--- src/rtl/mult_div.sv ---
// mult_div: multi-cycle signed multiply/divide unit with internal HI/LO.
// Multiply uses radix-2 Booth recoding. Divide uses restoring division on
// operand magnitudes with sign fix-up. Each takes 32 iterations plus one
// FINISH cycle. All outputs are registered.
module mult_div (
  input  logic        clk,
  input  logic        reset,
  input  logic        start_mult,
  input  logic        start_div,
  input  logic [31:0] a,
  input  logic [31:0] b,
  output logic [31:0] hi,
  output logic [31:0] lo,
  output logic        busy,
  output logic        done,
  output logic        div_zero
);

  typedef enum logic [1:0] {
    S_IDLE,
    S_MULT,
    S_DIV,
    S_FINISH
  } state_e;

  state_e      state_q, state_d;

  // Shared iteration datapath.
  //   Multiply: {acc, mq, q1} is the Booth register. acc carries one guard
  //   bit so that a multiplicand of 0x80000000 cannot overflow when it is
  //   subtracted.
  //   Divide:   acc[31:0] holds the partial remainder and mq holds the
  //   dividend bits, which shift out as quotient bits shift in.
  logic [32:0] acc_q, acc_d;
  logic [31:0] mq_q, mq_d;
  logic        q1_q, q1_d;
  logic [32:0] m_q, m_d;        // sign-extended multiplicand, or |divisor|
  logic [4:0]  cnt_q, cnt_d;

  // Operation bookkeeping used in FINISH.
  logic        is_div_q, is_div_d;
  logic        zero_q, zero_d;
  logic        neg_quo_q, neg_quo_d;
  logic        neg_rem_q, neg_rem_d;

  // Registered outputs.
  logic [31:0] hi_q, hi_d;
  logic [31:0] lo_q, lo_d;
  logic        busy_q, busy_d;
  logic        done_q, done_d;
  logic        div_zero_q, div_zero_d;

  // Datapath scratch values.
  logic [32:0] booth_sum;
  logic [32:0] rem_sh;
  logic [32:0] trial;
  logic [31:0] abs_a;
  logic [31:0] abs_b;

  assign abs_a = a[31] ? (~a + 32'd1) : a;
  assign abs_b = b[31] ? (~b + 32'd1) : b;

  // Next-state, iteration and result logic.
  always_comb begin
    // NOTE: every signal written here gets a default first. Without the
    // defaults, any path that skips an assignment would infer a latch.
    state_d    = state_q;
    acc_d      = acc_q;
    mq_d       = mq_q;
    q1_d       = q1_q;
    m_d        = m_q;
    cnt_d      = cnt_q;
    is_div_d   = is_div_q;
    zero_d     = zero_q;
    neg_quo_d  = neg_quo_q;
    neg_rem_d  = neg_rem_q;
    hi_d       = hi_q;
    lo_d       = lo_q;
    booth_sum  = acc_q;
    rem_sh     = {acc_q[31:0], mq_q[31]};
    trial      = rem_sh - m_q;

    unique case (state_q)
      S_IDLE: begin
        if (start_mult) begin
          // Multiply wins when both requests arrive together.
          m_d      = {a[31], a};
          mq_d     = b;
          acc_d    = '0;
          q1_d     = 1'b0;
          cnt_d    = '0;
          is_div_d = 1'b0;
          zero_d   = 1'b0;
          state_d  = S_MULT;
        end else if (start_div) begin
          is_div_d = 1'b1;
          cnt_d    = '0;
          if (b == 32'd0) begin
            zero_d  = 1'b1;
            state_d = S_FINISH;
          end else begin
            zero_d    = 1'b0;
            acc_d     = '0;
            mq_d      = abs_a;
            m_d       = {1'b0, abs_b};
            neg_quo_d = a[31] ^ b[31];
            neg_rem_d = a[31];
            state_d   = S_DIV;
          end
        end
      end

      S_MULT: begin
        unique case ({mq_q[0], q1_q})
          2'b01:   booth_sum = acc_q + m_q;
          2'b10:   booth_sum = acc_q - m_q;
          default: booth_sum = acc_q;
        endcase
        // Arithmetic right shift of the whole Booth register.
        acc_d = {booth_sum[32], booth_sum[32:1]};
        mq_d  = {booth_sum[0], mq_q[31:1]};
        q1_d  = mq_q[0];
        cnt_d = cnt_q + 5'd1;
        if (cnt_q == 5'd31) state_d = S_FINISH;
      end

      S_DIV: begin
        // Shift the next dividend bit into the remainder, then try the
        // subtraction. The trial sign says whether it succeeded. The
        // remainder stays below |divisor| <= 2^31, so bit 32 is a true sign.
        if (trial[32]) begin
          acc_d = {1'b0, rem_sh[31:0]};
        end else begin
          acc_d = {1'b0, trial[31:0]};
        end
        mq_d  = {mq_q[30:0], ~trial[32]};
        cnt_d = cnt_q + 5'd1;
        if (cnt_q == 5'd31) state_d = S_DIV == S_DIV ? S_FINISH : S_FINISH;
      end

      S_FINISH: begin
        state_d = S_IDLE;
        if (!is_div_q) begin
          hi_d = acc_q[31:0];
          lo_d = mq_q;
        end else if (!zero_q) begin
          // Negating the unsigned quotient 0x80000000 gives 0x80000000 back.
          // That is the required result for 0x80000000 / -1.
          lo_d = neg_quo_q ? (32'd0 - mq_q) : mq_q;
          hi_d = neg_rem_q ? (32'd0 - acc_q[31:0]) : acc_q[31:0];
        end
      end

      default: state_d = S_IDLE;
    endcase

    busy_d     = (state_d != S_IDLE);
    done_d     = (state_q == S_FINISH);
    div_zero_d = (state_q == S_FINISH) && is_div_q && zero_q;
  end

  // State and datapath registers with synchronous reset.
  always_ff @(posedge clk) begin
    // NOTE: sequential state uses non-blocking assignments only. This keeps
    // every flop updating from pre-edge values regardless of statement order.
    if (reset) begin
      state_q    <= S_IDLE;
      acc_q      <= '0;
      mq_q       <= '0;
      q1_q       <= 1'b0;
      m_q        <= '0;
      cnt_q      <= '0;
      is_div_q   <= 1'b0;
      zero_q     <= 1'b0;
      neg_quo_q  <= 1'b0;
      neg_rem_q  <= 1'b0;
      hi_q       <= '0;
      lo_q       <= '0;
      busy_q     <= 1'b0;
      done_q     <= 1'b0;
      div_zero_q <= 1'b0;
    end else begin
      state_q    <= state_d;
      acc_q      <= acc_d;
      mq_q       <= mq_d;
      q1_q       <= q1_d;
      m_q        <= m_d;
      cnt_q      <= cnt_d;
      is_div_q   <= is_div_d;
      zero_q     <= zero_d;
      neg_quo_q  <= neg_quo_d;
      neg_rem_q  <= neg_rem_d;
      hi_q       <= hi_d;
      lo_q       <= lo_d;
      busy_q     <= busy_d;
      done_q     <= done_d;
      div_zero_q <= div_zero_d;
    end
  end

  assign hi       = hi_q;
  assign lo       = lo_q;
  assign busy     = busy_q;
  assign done     = done_q;
  assign div_zero = div_zero_q;

endmodule

--- config.mk ---
export PLATFORM = sky130hd
export DESIGN_NAME = mult_div
export DESIGN_NICKNAME = d
export VERILOG_FILES = /design/src/rtl/mult_div.sv
export SDC_FILE = /design/constraint.sdc
export NUM_CORES = 1
export LEC_CHECK = 0
export CAP_MARGIN = 40
export CORE_MARGIN = 2
export CORE_UTILIZATION = 25
export DETAILED_ROUTE_END_ITERATION = 7
export SETUP_SLACK_MARGIN = 0.4
export SYNTH_ARGS = -nofsm -noshare
export SYNTH_HDL_FRONTEND = slang
export SYNTH_SLANG_ARGS = --single-unit
--- constraint.sdc ---
create_clock -name clk -period 9.6 [get_ports clk]
set_clock_uncertainty 0.05 [all_clocks]
set_input_delay 1.44 -clock clk [delete_from_list [all_inputs] [get_ports clk]]
set_output_delay 1.44 -clock clk [all_outputs]
set_load 0.1 [all_outputs]
* Yosys cells after proc, flatten, opt, wreduce, memory -nomap -nowiden *
Index checks and enable logic that the tools add are counted.

word-level totals
  register bits after elaboration = 177
  latch bits = 0
  bits in writable memories = 0
  bits in read-only memories = 0
  input bits = 68
  memories kept = 0

operators by class
  add/sub/neg operators = 8
  $mul = 0
  div/mod/pow operators = 0
  order comparisons = 0
  equal/unequal tests = 11
  shifts and indexed selects = 0
  multiplexer cells = 36
  bitwise logic cells = 6
  reduce and logical (&&, ||, !) cells = 17

operators by type and width
  operator                                                              count
  32-bit 2-to-1 mux                                                     12
  33-bit 2-to-1 mux                                                     6
  33-bit one-hot mux with 3 select lines                                1
  32-bit one-hot mux with 3 select lines                                1
  33-bit one-hot mux with 2 select lines                                1
  33-bit subtractor                                                     2
  32-bit by 1-bit adder with 32-bit output (second input constant)      2
  32-bit inverter                                                       2
  1-bit by 32-bit subtractor with 32-bit output (first input constant)  2
  33-bit adder                                                          1
  32-bit zero test                                                      1
  5-bit 2-to-1 mux                                                      2
  5-bit one-hot mux with 2 select lines                                 1
  2-bit AND reduction                                                   4
  2-bit nonzero test                                                    4
  1-bit 2-to-1 mux                                                      7
  2-bit equality test (second input constant)                           3
  2-bit 2-to-1 mux                                                      3
  2-bit inequality test (second input constant)                         3
  3-bit inequality test (second input constant)                         2
  2-bit one-hot mux with 3 select lines                                 1
  3-bit AND reduction                                                   2
  5-bit by 1-bit adder with 5-bit output (second input constant)        1
  5-bit equality test (second input constant)                           1
  9 further kinds                                                       13

* Longest topological paths before layout *
  depth after elaboration = 7
  depth in mapped cells = 19
  depth with buffers taken out = 19

* Worst setup path before layout *
OpenSTA, ideal clock, no wires.

  path type = register to register
  from = register m_q[1]
  to = register acc_q[29]
  setup time = 0.120 ns
  arrival = 4.211 ns
  required time = 9.430 ns
  path slack = 5.219 ns
  stages on the path, launching flop included = 18
  path buffers = 0
  cell sequence = dfxtp_1 inv_1 ha_1 or4b_2 nor4b_2 and3_1 nor2_1 xnor2_1 ha_1 a21o_1 a21oi_1 a21oi_1 a211oi_1 o31ai_1 or4_1 a31oi_1 nor4b_1 a211o_1

between the ends
  longest elaborated chain between the ends = 3

ends and longest elaborated chain
  item                                                                                line      text
  from (decl)                                                                         37        logic [32:0] m_q, m_d;
  from (signal assigned)                                                              187       m_q <= m_d;
  33-bit subtractor (tied with other cells)                                           116       2'b10: booth_sum = acc_q - m_q;
  33-bit one-hot mux with 2 select lines / 32-bit 2-to-1 mux (equally long branches)  114, 131
  33-bit one-hot mux with 3 select lines (*)                                          83        unique case (state_q)
  to (signal assigned)                                                                168       acc_q <= '0;
  to (signal assigned)                                                                184       acc_q <= acc_d;
  to (decl)                                                                           34        logic [32:0] acc_q, acc_d;

Mark *: on every way between the ends. The rest lies on a longest branch, timed or not.
A chain may end at the register's enable or synchronous reset.

* Final worst setup path *
  from = input b[2]
  to = register acc_q[28]

between the ends
  longest elaborated chain between the ends = 3

ends and longest elaborated chain
  item                                    line  text
  from (decl)                             11    input logic [31:0] b,
  32-bit zero test                        98    if (b == 32'd0) begin
  3-bit inequality test (no source line)  --
  3-bit AND reduction (no source line)    --

Every way passes these cells.

==> reports/results.ini <==
[clock_network]
post_cts_hold_buffer_count=0
tritoncts=built
numCtsBuffers=17
cts_buffer_depth=2
postCtsResizedCells=0
htree_levels=4
postCtsSetupRepairBufs=0
cts_root_buffer=clkbuf_16
clock_latency_ns=0.46
clk_pin_slew_ns=0.07
cts_sinks=177

[sta]
relSlewSlack_pct=43.9
final-max-slew-violation-count=0
hold_viol_final=0
max_freq_mhz=189
fin_setup_tns_ns=0
rsz0062_at_grt=no
tightest_slew_ns=0.842
setup_violations=0
period_minus_slack_ns=5.29
fin_crit_sh_pct=55.1

[setup_path]
cp-end-kind=register
path_cells=clkdlybuf4s50_1, nor4_1, nand3b_1, nor4_2, nor2b_1, o21ai_4, buf_4, nor2b_1, a222oi_1, o21ai_0
reg2reg_slack_ns=4.60
crit_buf_inv=2
reg2reg_from=m_q[1]
critPathMostFrequentCell=nor2b_1
critical_path_required_ns=9.94
cp-start-kind=input pin
critPathTopFamily=simple AND/OR/NAND/NOR gates
arrival_ns=5.63
slowest_stage=nor2b_1
critical_path_class=in -> reg
r2r-end=acc_q[29]
reg2reg_depth=17
path_max_fanout=69
cpPeakStageDelay_ns=0.72
crit_cells=10

[placed_design]
dp.cells=2850
dp_hpwl_um=44200
io_buffers=134
place_congestion=0.939

[finish]
layoutNonFillerInstCount=2881
area_growth_pct=24.9
nets=2242
diodes=0
drive_gt1_share_pct=7.40

[drt]
dr_wl_met2_um=24000
highest_layer=met5
dr.pass1.iters=8
wl_met3_um=3940
m1WireLength_um=26500
drt_iter0_drc=1426
routedWlPerCell_um=19.2
route.detailed.drc=0
vias_per_cell=5.36
wl_um=55400
ant_nets=0
dr_total_vias=15400

[floorplanning]
core-area_um2=58700
dieHeight_um=247
die_w_um=247
io_pins=135
dieArea_um2=61000
row_count=89
initial_core_util_pct=25.2

[worst_hold_path]
min_path_cells=2
hold_end=lo[26]
hold_start=lo[26]
hold_path_class=reg -> reg

[global_route]
grt-ovfl-total=0
grt_use_total_pct=17.9
antenna_found_initial=1
grt_pass1_wl_um=84800
grt_pass1_vias=14200
grt_start_max_net_pins=94

[synth]
synth_top_area_share_pct=24.0
synth_edf_count=0
syn_area_per_cell_um2=7.39
ys_seq_area_share_pct=24.0
async_flop_share_pct=0
synth_seq_cells=177
yosys.area.top_type=dfxtp_1
yosysWarnings=0
synth_cell_types=86
synth.most_common_cell=nand2_1
synth.area.top_cells=dfxtp_1, ha_1, xor2_1
synth_ff_type=dfxtp_1
synth.cell_area_um2=14800
synth_commonest_cells=nand2_1, dfxtp_1, a21oi_1, nor2_1, o21ai_0
synth_fp_nets=2144
netlist_instances=1998

[outcome]
status=finished clean

[pwr]
irDropWorstVdd_uv=126
power_density_nw_per_um2=166
p_leak_uw=0.00678

[flow_run]
drv_cap=0

[worst register-to-register path: cells and delay by family (launching register included)]
kind	cells	cell delay, ns
compound gates	7	1.69
fa+ha+maj	2	0.56
flops	1	0.33
xor+xnor	1	0.12
simple gates	6	2.01
buf+inv	1	0.15
[metrics by stage]
| step | util, % | hold WS (ns) | power [uW] | setup slack (ns) | instance area, um^2 |
|---|---|---|---|---|---|
| final | 31.4 | 0.420 | 3070 | 4.31 | 18400 |
| after global routing | 31.4 | 0.445 | 3240 | 4.07 | 18400 |
| after CTS | 31.4 | 0.424 | 3050 | 4.43 | 18400 |
| after detailed placement | 30.5 | 0.411 | 2380 | 3.95 | 17900 |
| after global placement | 28.3 | 0.396 | 2290 | 4.08 | 16600 |
| after floorplan | - | 0.390 | 1920 | 5.22 | 14800 |
[per-layer routing]
| layer | global-route usage, % | vias up |
|---|---|---|
| met4 | 4.54 | 2 |
| met3 | 2.66 | 54 |
| met1 | 26.4 | 7304 |
| met5 | 0 | - |
| li1 | - | 7467 |
| met2 | 26.8 | 607 |
[logic make-up (layout without fill, tap and decap cells)]
group	after synthesis	after routing	share of synthesized area (%)
and+or+nand+nor	635	635	20.2
AOI/OAI and AO/OA	685	685	30.4
DFF	177	177	24.0
xor gates and xnor gates	198	198	11.7
buffers and inverters	208	318	5.77
adders and majority gates	78	78	6.71
muxes	17	17	1.19
[sequential cells by signal, summed over array words and instances, names as in the netlist]
name,flops
lo,32
acc_q,33
is_div_q,1
state_q,2
neg_quo_q,1
hi,32
q1_q,1
neg_rem_q,1
mq_q,32
div_zero,1
busy,1
m_q,33
zero_q,1
cnt_q,5
done,1
[report_power, final]
group / switching (uW) / leakage [uW] / total, uW / internal [uW]
combinational: 934 / 0.00509 / 1490 / 553
clock: 302 / 0.000255 / 671 / 369
sequential: 108 / 0.00144 / 907 / 799
total: 1340 / 0.00678 / 3070 / 1720
[worst max-delay path by stage]
stage,endpoint,slack [ns],start
CTS,acc_q[28],4.43,b[2]
finish,acc_q[28],4.31,b[2]
global placement,acc_q[24],4.08,b[2]
detailed placement,acc_q[28],3.95,b[2]
floorplan,acc_q[29],5.22,m_q[1]
global route,acc_q[28],4.07,b[2]
[layout make-up]
| type | instances | area [um^2] |
|---|---|---|
| inverter | 69 | 259 |
| timing repair buffer | 218 | 2730 |
| multi-input combinational | 1613 | 10400 |
| fill | 6186 | 40200 |
| tap | 773 | 967 |
| clock inverter | 8 | 82.6 |
| clock buffer | 23 | 468 |
| sequential | 177 | 3540 |
[cell usage in the layout, fill, tap and decap left out, types with 20 or more instances in the layout]
| cell | n |
|---|---|
| nand2_1 | 247 |
| xnor2_1 | 92 |
| o31ai_1 | 32 |
| nor2_1 | 161 |
| a21oi_1 | 175 |
| xor2_1 | 106 |
| nor3_1 | 41 |
| a22oi_1 | 49 |
| dfxtp_1 | 177 |
| a211oi_1 | 59 |
| clkdlybuf4s50_1 | 132 |
| a21o_1 | 30 |
| inv_1 | 68 |
| nand3_1 | 25 |
| nor4_1 | 20 |
| ha_1 | 76 |
| o21ai_0 | 157 |
| a222oi_1 | 28 |
| buf_8 | 54 |
Power figures use the tool's default switching activity.
